`src/rtl/imem_loader_if.sv`:
```
// Byte-stream input plus instruction-memory write port of the program loader.
// Carries no logic; it only bundles the signals.
// slave = the loader; master = the byte source and the memory side.
interface imem_loader_if #(
    parameter int ADDR_W = 32
);
    logic              in_valid;
    logic [7:0]        in_byte;
    logic              in_ready;
    logic              write_enable;
    logic [15:0]       write_data;
    logic [ADDR_W-1:0] write_addr;

    modport master (
        output in_valid,
        output in_byte,
        input  in_ready,
        input  write_enable,
        input  write_data,
        input  write_addr
    );

    modport slave (
        input  in_valid,
        input  in_byte,
        output in_ready,
        output write_enable,
        output write_data,
        output write_addr
    );
endinterface

```
`src/rtl/imem_loader.sv`:
```
// Boot-frame loader: parses ADDR/COUNT/DATA/CHK bytes and writes 16-bit words into instruction memory.
// Latency: a write strobe appears in the cycle after the low data byte; load_done appears one cycle after CHK.
// Backpressure: in_ready is low only in the single DONE cycle; in_valid low stalls the FSM indefinitely.
module imem_loader #(
    parameter int ADDR_W      = 32,
    parameter bit CHECKSUM_EN = 1'b1
) (
    input  logic           clk,
    input  logic           rst,
    imem_loader_if.slave   bus,
    output logic           cpu_hold,
    output logic           load_done,
    output logic           load_error
);

    typedef enum logic [2:0] {
        IDLE,
        ADDR,
        COUNT,
        DATA_HI,
        DATA_LO,
        CHECK,
        DONE
    } state_t;

    state_t            state;
    logic [1:0]        byte_cnt;
    logic [ADDR_W-1:0] addr_cnt;
    logic [15:0]       word_cnt;
    logic [7:0]        hi_byte;
    logic [7:0]        acc;
    logic              in_ready_r;
    logic              write_enable_r;
    logic [15:0]       write_data_r;
    logic [ADDR_W-1:0] write_addr_r;
    logic              fire;
    logic [15:0]       count_next;

    assign fire       = bus.in_valid && in_ready_r;
    // Full COUNT field as it looks once the low byte arrives.
    assign count_next = {word_cnt[7:0], bus.in_byte};

    assign bus.in_ready     = in_ready_r;
    assign bus.write_enable = write_enable_r;
    assign bus.write_data   = write_data_r;
    assign bus.write_addr   = write_addr_r;

    // Frame parser: one byte per transfer, all outputs registered.
    always_ff @(posedge clk) begin
        if (rst) begin
            state          <= IDLE;
            byte_cnt       <= 2'd0;
            addr_cnt       <= '0;
            word_cnt       <= 16'd0;
            hi_byte        <= 8'd0;
            acc            <= 8'd0;
            in_ready_r     <= 1'b1;
            write_enable_r <= 1'b0;
            write_data_r   <= 16'd0;
            write_addr_r   <= '0;
            cpu_hold       <= 1'b1;
            load_done      <= 1'b0;
            load_error     <= 1'b0;
        end else begin
            // Strobes default low so each is a single-cycle pulse.
            write_enable_r <= 1'b0;
            load_done      <= 1'b0;

            case (state)
                IDLE: begin
                    if (fire) begin
                        // First address byte starts a new frame and re-holds the CPU.
                        addr_cnt   <= {{(ADDR_W-8){1'b0}}, bus.in_byte};
                        byte_cnt   <= 2'd0;
                        acc        <= 8'd0;
                        load_error <= 1'b0;
                        cpu_hold   <= 1'b1;
                        state      <= ADDR;
                    end
                end

                ADDR: begin
                    if (fire) begin
                        addr_cnt <= {addr_cnt[ADDR_W-9:0], bus.in_byte};
                        if (byte_cnt == 2'd2) begin
                            byte_cnt <= 2'd0;
                            state    <= COUNT;
                        end else begin
                            byte_cnt <= byte_cnt + 2'd1;
                        end
                    end
                end

                COUNT: begin
                    if (fire) begin
                        if (byte_cnt == 2'd0) begin
                            word_cnt <= {8'd0, bus.in_byte};
                            byte_cnt <= 2'd1;
                        end else begin
                            word_cnt <= count_next;
                            byte_cnt <= 2'd0;
                            state    <= (count_next == 16'd0) ? CHECK : DATA_HI;
                        end
                    end
                end

                DATA_HI: begin
                    if (fire) begin
                        hi_byte <= bus.in_byte;
                        acc     <= acc ^ bus.in_byte;
                        state   <= DATA_LO;
                    end
                end

                DATA_LO: begin
                    if (fire) begin
                        write_data_r   <= {hi_byte, bus.in_byte};
                        write_addr_r   <= addr_cnt;
                        write_enable_r <= 1'b1;
                        // Natural modulo-2^ADDR_W wrap of the word address.
                        addr_cnt       <= addr_cnt + 1'b1;
                        acc            <= acc ^ bus.in_byte;
                        word_cnt       <= word_cnt - 16'd1;
                        state          <= (word_cnt == 16'd1) ? CHECK : DATA_HI;
                    end
                end

                CHECK: begin
                    if (fire) begin
                        if ((bus.in_byte == acc) || !CHECKSUM_EN) begin
                            // DONE takes one cycle with no byte accepted.
                            in_ready_r <= 1'b0;
                            load_done  <= 1'b1;
                            state      <= DONE;
                        end else begin
                            // Written words stay in memory; CPU remains held.
                            load_error <= 1'b1;
                            state      <= IDLE;
                        end
                    end
                end

                DONE: begin
                    cpu_hold   <= 1'b0;
                    in_ready_r <= 1'b1;
                    state      <= IDLE;
                end

                default: begin
                    state      <= IDLE;
                    in_ready_r <= 1'b1;
                end
            endcase
        end
    end

endmodule

```
`src/flat_wrapper.sv`:
```
// flat-port wrapper written by rule: the top's interface ports become plain ports
module imem_loader_flat 
#(
    parameter int ADDR_W      = 32,
    parameter bit CHECKSUM_EN = 1'b1
)
  (clk, rst, cpu_hold, load_done, load_error, bus_in_valid, bus_in_byte, bus_in_ready, bus_write_enable, bus_write_data, bus_write_addr);
  imem_loader_if #(.ADDR_W(ADDR_W)) bus_i ();
  input  logic clk;
  input  logic rst;
  output logic cpu_hold;
  output logic load_done;
  output logic load_error;
  input wire logic [$bits(bus_i.in_valid)-1:0] bus_in_valid;
  input wire logic [$bits(bus_i.in_byte)-1:0] bus_in_byte;
  output wire logic [$bits(bus_i.in_ready)-1:0] bus_in_ready;
  output wire logic [$bits(bus_i.write_enable)-1:0] bus_write_enable;
  output wire logic [$bits(bus_i.write_data)-1:0] bus_write_data;
  output wire logic [$bits(bus_i.write_addr)-1:0] bus_write_addr;
  assign bus_i.in_valid = bus_in_valid;
  assign bus_i.in_byte = bus_in_byte;
  assign bus_in_ready = bus_i.in_ready;
  assign bus_write_enable = bus_i.write_enable;
  assign bus_write_data = bus_i.write_data;
  assign bus_write_addr = bus_i.write_addr;
  imem_loader #(.ADDR_W(ADDR_W), .CHECKSUM_EN(CHECKSUM_EN)) u_core (.clk(clk), .rst(rst), .bus(bus_i), .cpu_hold(cpu_hold), .load_done(load_done), .load_error(load_error));
endmodule
```
`config.mk`:
```
export PLATFORM = sky130hd
export DESIGN_NAME = imem_loader_flat
export DESIGN_NICKNAME = d
export VERILOG_FILES = /design/src/rtl/imem_loader_if.sv /design/src/rtl/imem_loader.sv /design/src/flat_wrapper.sv
export SDC_FILE = /design/constraint.sdc
export NUM_CORES = 1
export LEC_CHECK = 0
export ABC_AREA = 1
export CAP_MARGIN = 20
export CORE_MARGIN = 2
export CORE_UTILIZATION = 55
export DETAILED_ROUTE_END_ITERATION = 8
export PLACE_DENSITY = 0.78
export SETUP_SLACK_MARGIN = 0.5
export SLEW_MARGIN = 40
export SYNTH_ARGS = -nofsm -noshare
export SYNTH_HDL_FRONTEND = slang
export SYNTH_SLANG_ARGS = --single-unit
```
`constraint.sdc`:
```
create_clock -name clk -period 1.7 [get_ports clk]
set_input_delay 0.34 -clock clk [delete_from_list [all_inputs] [get_ports clk]]
set_output_delay 0.34 -clock clk [all_outputs]
set_load 0.05 [all_outputs]
```
==> impl_metrics.tcl, run 1 <==
set metrics [dict create \
    run_status "stopped before the end" \
    stage_at_which_the_run_stopped "global routing (5_1_grt)" \
    error "[ERROR DPL-0038] Utilization greater than 100%, impossible to legalize" \
    synth.ff_latch_count 122 \
    cts-root-buf "sky130_fd_sc_hd__clkbuf_16" \
    syn-instance-count 945 \
    port_buffers 63 \
    worstEndpointGrtRepair "u_core.addr_cnt[21]$_SDFFE_PP0P_/D" \
    post_synthesis_cell_area_um2 6240 \
    grt_max_degree 35 \
    ioPinCount 64 \
    tritoncts_num_sinks 122 \
    count_of_flip_flops_with_a_built_in_enable_after_synthesis 0 \
    start_util 0.571 \
    synth_top_flop_cell "sky130_fd_sc_hd__dfxtp_1" \
    finalWeightedCongestion 0.973 \
    syn_area_per_cell_um2 6.61 \
    worst_endpoint_kind "sequential cell input" \
    synth_async_sr_flop_share 0 \
    rows 38 \
    cts_inserted_buffers 17 \
    synth-seq-area-share 0.391 \
    cts.path.max_buffers 2 \
    dieHeight_um 111 \
    detailed_place_hpwl_um 13200 \
    placement.cell_area_um2 7640 \
    h-tree-depth 4 \
    synth.yosys.warnings 0 \
    cell_count_after_placement 1178 \
    synth.distinct_cells 34 \
    syn_nets 959 \
    horizontal_extent_of_the_die_um 111 \
]
## logic make-up after synthesis
logic type | share of synthesized area
xor gates and xnor gates | 0.00842
AOI/OAI and AO/OA | 0.197
buffers and inverters | 0.0796
DFF | 0.391
adders and majority gates | 0.00601
and+or+nand+nor | 0.318
## stage by stage
stage                     setup TNS (ns)  utilization  worst slack (ns)
after detailed placement           -3.86        0.698           -0.0997
after global placement             -1.84        0.698           -0.0795
after floorplan                        0            -             0.316
after CTS                              0        0.922             0.222
## cell usage after synthesis, drive strengths merged (2+ instances only)
| library cell | number | share of area |
|---|---|---|
| nand4 | 7 | 0.0070 |
| buf | 28 | 0.023 |
| nor3 | 11 | 0.0088 |
| o31ai | 2 | 0.0024 |
| a21oi | 145 | 0.12 |
| nor2 | 84 | 0.056 |
| xnor2 | 2 | 0.0028 |
| xor2 | 4 | 0.0056 |
| o211ai | 5 | 0.0060 |
| o21bai | 3 | 0.0036 |
| inv | 71 | 0.043 |
| o21ai | 62 | 0.050 |
| nand2 | 232 | 0.14 |
| nand3b | 2 | 0.0024 |
| or2 | 4 | 0.0040 |
| a31oi | 7 | 0.0070 |
| ha | 3 | 0.0060 |
| dfxtp | 122 | 0.39 |
| nand3 | 122 | 0.098 |
| clkbuf | 23 | 0.014 |
## timing repair
action                                 in CTS
endpoints found under the hold margin       0
hold buffers                                0
gates resized for setup                   325
setup endpoints to repair                 174
pin swaps                                  57
buffers inserted                           53
cloned                                     14
==> inputs of run 2 (changes only) <==
- CORE_UTILIZATION: 55 -> 40
- PLACE_DENSITY: 0.78 -> unset
- PLACE_DENSITY_LB_ADDON: unset -> 0.15
- SETUP_SLACK_MARGIN: 0.5 -> unset
==> impl_metrics.tcl, run 2 <==
set metrics [dict create \
    run_status "completed" \
    clk_pin_slew_ns 0.06 \
    maxCapViolCount 0 \
    path_max_fanout 35 \
    final_period_minus_worst_setup_slack_ns 1.59 \
    groute.usage.overall 0.240 \
    ioPinCount 64 \
    synth.ff_latch_count 122 \
    synth_async_sr_flop_share 0 \
    grt_first_pass_wirelength_um 31500 \
    commonest_non_fill_non_tap_cells_in_the_layout "sky130_fd_sc_hd__nand2_1 (228), sky130_fd_sc_hd__buf_4 (157), sky130_fd_sc_hd__a21oi_1 (142)" \
    slew_viol_final 0 \
    ys_top_cells_by_area "sky130_fd_sc_hd__dfxtp_1 (39%), sky130_fd_sc_hd__nand2_1 (14%), sky130_fd_sc_hd__a21oi_1 (11%)" \
    final_antenna_net_count 0 \
    synth_top_cells_by_count "sky130_fd_sc_hd__nand2_1 (229), sky130_fd_sc_hd__a21oi_1 (142), sky130_fd_sc_hd__dfxtp_1 (122), sky130_fd_sc_hd__nand3_1 (122), sky130_fd_sc_hd__nor2_1 (81)" \
    horizontal_extent_of_the_die_um 129 \
    layout-drive-gt1-share 0.211 \
    port_buffers 63 \
    layout_commonest_cell "sky130_fd_sc_hd__nand2_1" \
    start_util 0.411 \
    syn_area_per_cell_um2 6.61 \
    synth_top_flop_cell "sky130_fd_sc_hd__dfxtp_1" \
    detailedRoute.firstIterationViolations 499 \
    grt_pass1_vias 6128 \
    timing.final.ws_setup_ns 0.107 \
    cts_hold_repair.buffers 0 \
    post_synthesis_cell_area_um2 6240 \
    routed_via_density 5.26 \
    leakage_power_summed_over_all_cells_nw 3.41 \
    remaining_global_route_overflow 0 \
    syn_nets 959 \
    grt_max_degree 52 \
    synth.yosys.warnings 0 \
    synthDominantAreaCellType "sky130_fd_sc_hd__dfxtp_1" \
    vdd_ir_drop_max_mv 0.697 \
    detailed_place_hpwl_um 13700 \
    cp-startpoint "u_core.state[0]" \
    required_time_reported_for_the_critical_path_endpoint_ns 2.07 \
    worstMarginPinSlew_ns 0.333 \
    count_of_flip_flops_with_a_built_in_enable_after_synthesis 0 \
    syn-instance-count 945 \
    cts-root-buf "sky130_fd_sc_hd__clkbuf_16" \
    placement.cell_area_um2 7640 \
    antennaDiodeCount 0 \
    cts.path.max_buffers 2 \
    antenna_found_initial 0 \
    hold_violations 0 \
    timing.slew.headroom 0.776 \
    worst_clock_skew_ns 0.00688 \
    synth_top_cell_area_share 0.391 \
    synth.most_common_cell "sky130_fd_sc_hd__nand2_1" \
    finalHoldWorstSlack_ns 0.351 \
    floorplan.die_area_um2 16600 \
    num-nets-final 1100 \
    fin_setup_tns_ns 0 \
    drc_violations 0 \
    via_count_of_the_routed_design 6772 \
    firstDrtPassIters 5 \
    pre_cts_slack_ns -0.177 \
    category_of_the_worst_setup_path_launch_point "register" \
    category_of_the_most_critical_setup_path "reg2reg" \
    synth-seq-area-share 0.391 \
    worst_skew_pair.late_latency_ns 0.43 \
    num-fill-cells 1480 \
    rows 45 \
    route.detailed.wl_per_inst_um 14.9 \
    cp-end-kind "register" \
    pwr_density_cell_nw_per_um2 973 \
    h-tree-depth 4 \
    hold_path.startpoint "rst" \
    worstReg2RegStart "u_core.state[0]" \
    finish.instance_area_um2 8310 \
    dieHeight_um 129 \
    tritoncts_clock_tree "done" \
    grt_setup_unrepaired "true" \
    setup_viol 0 \
    cp_data_arrival_time_ns 1.96 \
    achievable_frequency_ghz 0.628 \
    syn_to_final_growth_pct 33.2 \
    tritoncts_num_sinks 122 \
    period_share 0.937 \
    wl_um 19200 \
    min-delay-path-class "in2reg" \
    placeableCoreArea_um2 15200 \
    finalWeightedCongestion 0.930 \
    synth.distinct_cells 34 \
    ff2ff_setup_slack_ns 0.11 \
    cts_inserted_buffers 17 \
]
run 2: cell counts after synthesis:
No cell type changed its count.
run 2: path summary, 6_finish.rpt:
check / to / depth (start not counted)
max: u_core.addr_cnt[2] / 8
min: u_core.bus.write_addr[28] / 3
max reg2reg: u_core.addr_cnt[2] / 8
min reg2reg: u_core.bus.write_addr[30] / 2
run 2: timing repair:
| item | CTS | global route |
|---|---|---|
| setup endpoints to repair | 0 | 22 |
| resized for setup | 0 | 19 |
| setup buffers | 0 | 1 |
run 2: power breakdown:
part	switching, mW	leakage (nW)	internal (mW)
Clock	1.48	0.293	2.33
Combinational	0.706	2.12	0.467
Sequential	0.127	0.991	2.97
Total	2.31	3.41	5.77
run 2: kinds of logic (layout without fill, tap and decap cells):
| family | count (synthesis) | count (layout) | synth area share |
|---|---|---|---|
| compound gates | 229 | 229 | 0.197 |
| xor+xnor | 6 | 6 | 0.00842 |
| simple gates | 463 | 463 | 0.318 |
| fa+ha+maj | 3 | 3 | 0.00601 |
| flops | 122 | 122 | 0.391 |
| buf+inv | 122 | 276 | 0.0796 |
run 2: critical path, cell delays in order, from the launching register on:
cell,delay (ns)
sky130_fd_sc_hd__dfxtp_1,0.39
sky130_fd_sc_hd__nor2_4,0.18
sky130_fd_sc_hd__nand2_2,0.16
sky130_fd_sc_hd__inv_6,0.15
sky130_fd_sc_hd__buf_12,0.20
sky130_fd_sc_hd__a21oi_1,0.10
sky130_fd_sc_hd__o21ai_0,0.17
sky130_fd_sc_hd__o211ai_1,0.11
sky130_fd_sc_hd__inv_1,0.06
run 2: per-stage QoR:
stage           util  total power, mW  std cells
2_1_floorplan      -             3.78        945
3_3_place_gp   0.502             4.30       1254
3_5_place_dp   0.502             4.30       1254
4_1_cts        0.543             8.10       1286
5_1_grt        0.547             8.41       1287
6_report       0.547             8.08       1287
run 2: layout make-up:
type / instances / area (um^2) / area share
Tap cell: 188 / 235 / 0.0283
Sequential cell: 122 / 2450 / 0.294
Inverter: 71 / 272 / 0.0327
Timing Repair Buffer: 173 / 1390 / 0.168
Clock buffer: 17 / 425 / 0.0512
Clock inverter: 15 / 190 / 0.0229
Multi-Input combinational cell: 701 / 3350 / 0.403
run 2: per-layer routing:
| metal | vias up | wire (um) | GRT usage |
|---|---|---|---|
| met3 | 15 | 1260 | 0.0599 |
| met1 | 3091 | 9470 | 0.347 |
| met4 | 0 | 158 | 0.0601 |
| li1 | 3445 | - | - |
| met5 | - | 0 | 0 |
| met2 | 221 | 8310 | 0.359 |
Note: power is estimated with default switching activity, not from simulation.
==> inputs of run 3 (changes only) <==
- CTS_BUF_LIST: unset -> sky130_fd_sc_hd__clkbuf_8
==> impl_metrics.tcl, run 3 (same netlist as run 2, synthesis figures left out) <==
set metrics [dict create \
    cell_count_after_placement 1254 \
    grt_setup_unrepaired "false" \
    path_max_fanout 5 \
    floorplan.die_area_um2 16600 \
    antenna_found_initial 0 \
    required_time_reported_for_the_critical_path_endpoint_ns 2.09 \
    wl_um 19100 \
    tritoncts_clock_tree "done" \
    final_period_minus_worst_setup_slack_ns 1.54 \
    category_of_the_worst_setup_path_launch_point "register" \
    cp_data_arrival_time_ns 1.93 \
    routed_via_density 5.23 \
    h-tree-depth 4 \
    fin_total_pwr_mw 7.08 \
    start_util 0.411 \
    finish.instance_area_um2 8140 \
    pwr_density_cell_nw_per_um2 870 \
    grt_first_pass_wirelength_um 31200 \
    grt_pass1_vias 6063 \
    rows 45 \
    worstMarginPinSlew_ns 0.373 \
    pre_cts_slack_ns -0.177 \
    remaining_global_route_overflow 0 \
    cts.path.max_buffers 2 \
    cts-root-buf "sky130_fd_sc_hd__clkbuf_8" \
    worst_clock_skew_ns 0.0100 \
    timing.final.ws_setup_ns 0.156 \
    placeableCoreArea_um2 15200 \
    cts_inserted_buffers 17 \
    antennaDiodeCount 0 \
    firstDrtPassIters 6 \
    vdd_ir_drop_max_mv 0.554 \
    grt_max_degree 52 \
    maxCapViolCount 0 \
    final_antenna_net_count 0 \
    clk_pin_slew_ns 0.08 \
    route.detailed.wl_per_inst_um 14.8 \
    run_status "completed" \
    via_count_of_the_routed_design 6734 \
    groute.usage.overall 0.239 \
    layout.cells.non_filler 1287 \
    hold_violations 0 \
    period_share 0.908 \
    ioPinCount 64 \
    syn_to_final_growth_pct 30.5 \
    leakage_power_summed_over_all_cells_nw 3.33 \
    detailedRoute.firstIterationViolations 586 \
    timing.critical_path.cells "buf_4, nand3_1, nor2_2, nand3_2, nor2_1, buf_4, nor2_1, nor2_1, nand2_1, a21oi_1" \
    timing.critical_path.slowest_stage_cell "sky130_fd_sc_hd__dfxtp_1" \
    dieHeight_um 129 \
    finalHoldWorstSlack_ns 0.321 \
    horizontal_extent_of_the_die_um 129 \
    port_buffers 63 \
    slew_viol_final 0 \
    cpMostUsedCell "sky130_fd_sc_hd__nor2_1" \
    num-nets-final 1100 \
    achievable_frequency_ghz 0.648 \
    cp-end-kind "register" \
    commonest_non_fill_non_tap_cells_in_the_layout "sky130_fd_sc_hd__nand2_1 (227), sky130_fd_sc_hd__buf_4 (157), sky130_fd_sc_hd__a21oi_1 (142)" \
    finalWeightedCongestion 0.930 \
    setup_viol 0 \
    layout-drive-gt1-share 0.215 \
    layout_commonest_cell "sky130_fd_sc_hd__nand2_1" \
    drc_violations 0 \
    category_of_the_most_critical_setup_path "reg2reg" \
    tritoncts_num_sinks 122 \
    worst_skew_pair.late_latency_ns 0.45 \
    min-delay-path-class "in2reg" \
    detailed_place_hpwl_um 13700 \
    placement.cell_area_um2 7640 \
    timing.slew.headroom 0.751 \
    critical-path-max-stage-delay_ns 0.35 \
]
-- run 3: what timing repair did --
action                     CTS  global route
hold buffers                 0             0
setup endpoints to repair    0            22
gates resized for setup      0            26
buffers inserted             0             1
-- run 3: path summary, 6_finish.rpt --
kind                                                 from                        end  slack (ns)  cells past startpoint
worst max-delay path                   u_core.addr_cnt[1]        u_core.addr_cnt[21]        0.16                     10
worst min-delay path                                  rst  u_core.bus.write_addr[30]        0.32                      3
worst max register to register         u_core.addr_cnt[1]        u_core.addr_cnt[21]        0.16                     10
worst min register to register  u_core.bus.write_addr[10]  u_core.bus.write_addr[10]        0.46                      2
-- run 3: worst max-delay path, delay by kind of cell, from the launching register on --
family          cells  cell delay, ns
compound gates      1            0.12
buf+inv             2            0.29
flops               1            0.35
simple gates        7            0.72
-- run 3: stage by stage --
step,TNS (ns),utilization
CTS,0,0.530
floorplan,0,-
finish,0,0.536
global placement,-6.25,0.502
global route,0,0.536
detailed placement,-7.24,0.502
-- run 3: routing by layer --
layer  wire (um)  track usage
met4         197       0.0703
met1        9520        0.346
met2        8300        0.352
met5           0            0
met3        1080       0.0586
-- run 3: final cells by class --
cell class	count	area, um^2
Multi-Input combinational cell	701	3370
Clock inverter	15	190
Fill cell	1505	7060
Clock buffer	17	234
Inverter	71	272
Tap cell	188	235
Timing Repair Buffer	173	1390
Sequential cell	122	2450
-- run 3: power by group --
part           internal [mW]  total (mW)  leakage, nW  switching, mW
sequential              2.97        3.09        0.992          0.128
clock                   1.48        2.82        0.206           1.34
combinational          0.468        1.18         2.13          0.708
total                   4.91        7.08         3.33           2.17
==> inputs of run 4 (changes only) <==
- GPL_TIMING_DRIVEN: unset -> 1
==> results of run 4 <==
Same layout as run 3: the final DEF is identical, and so are final timing and power.
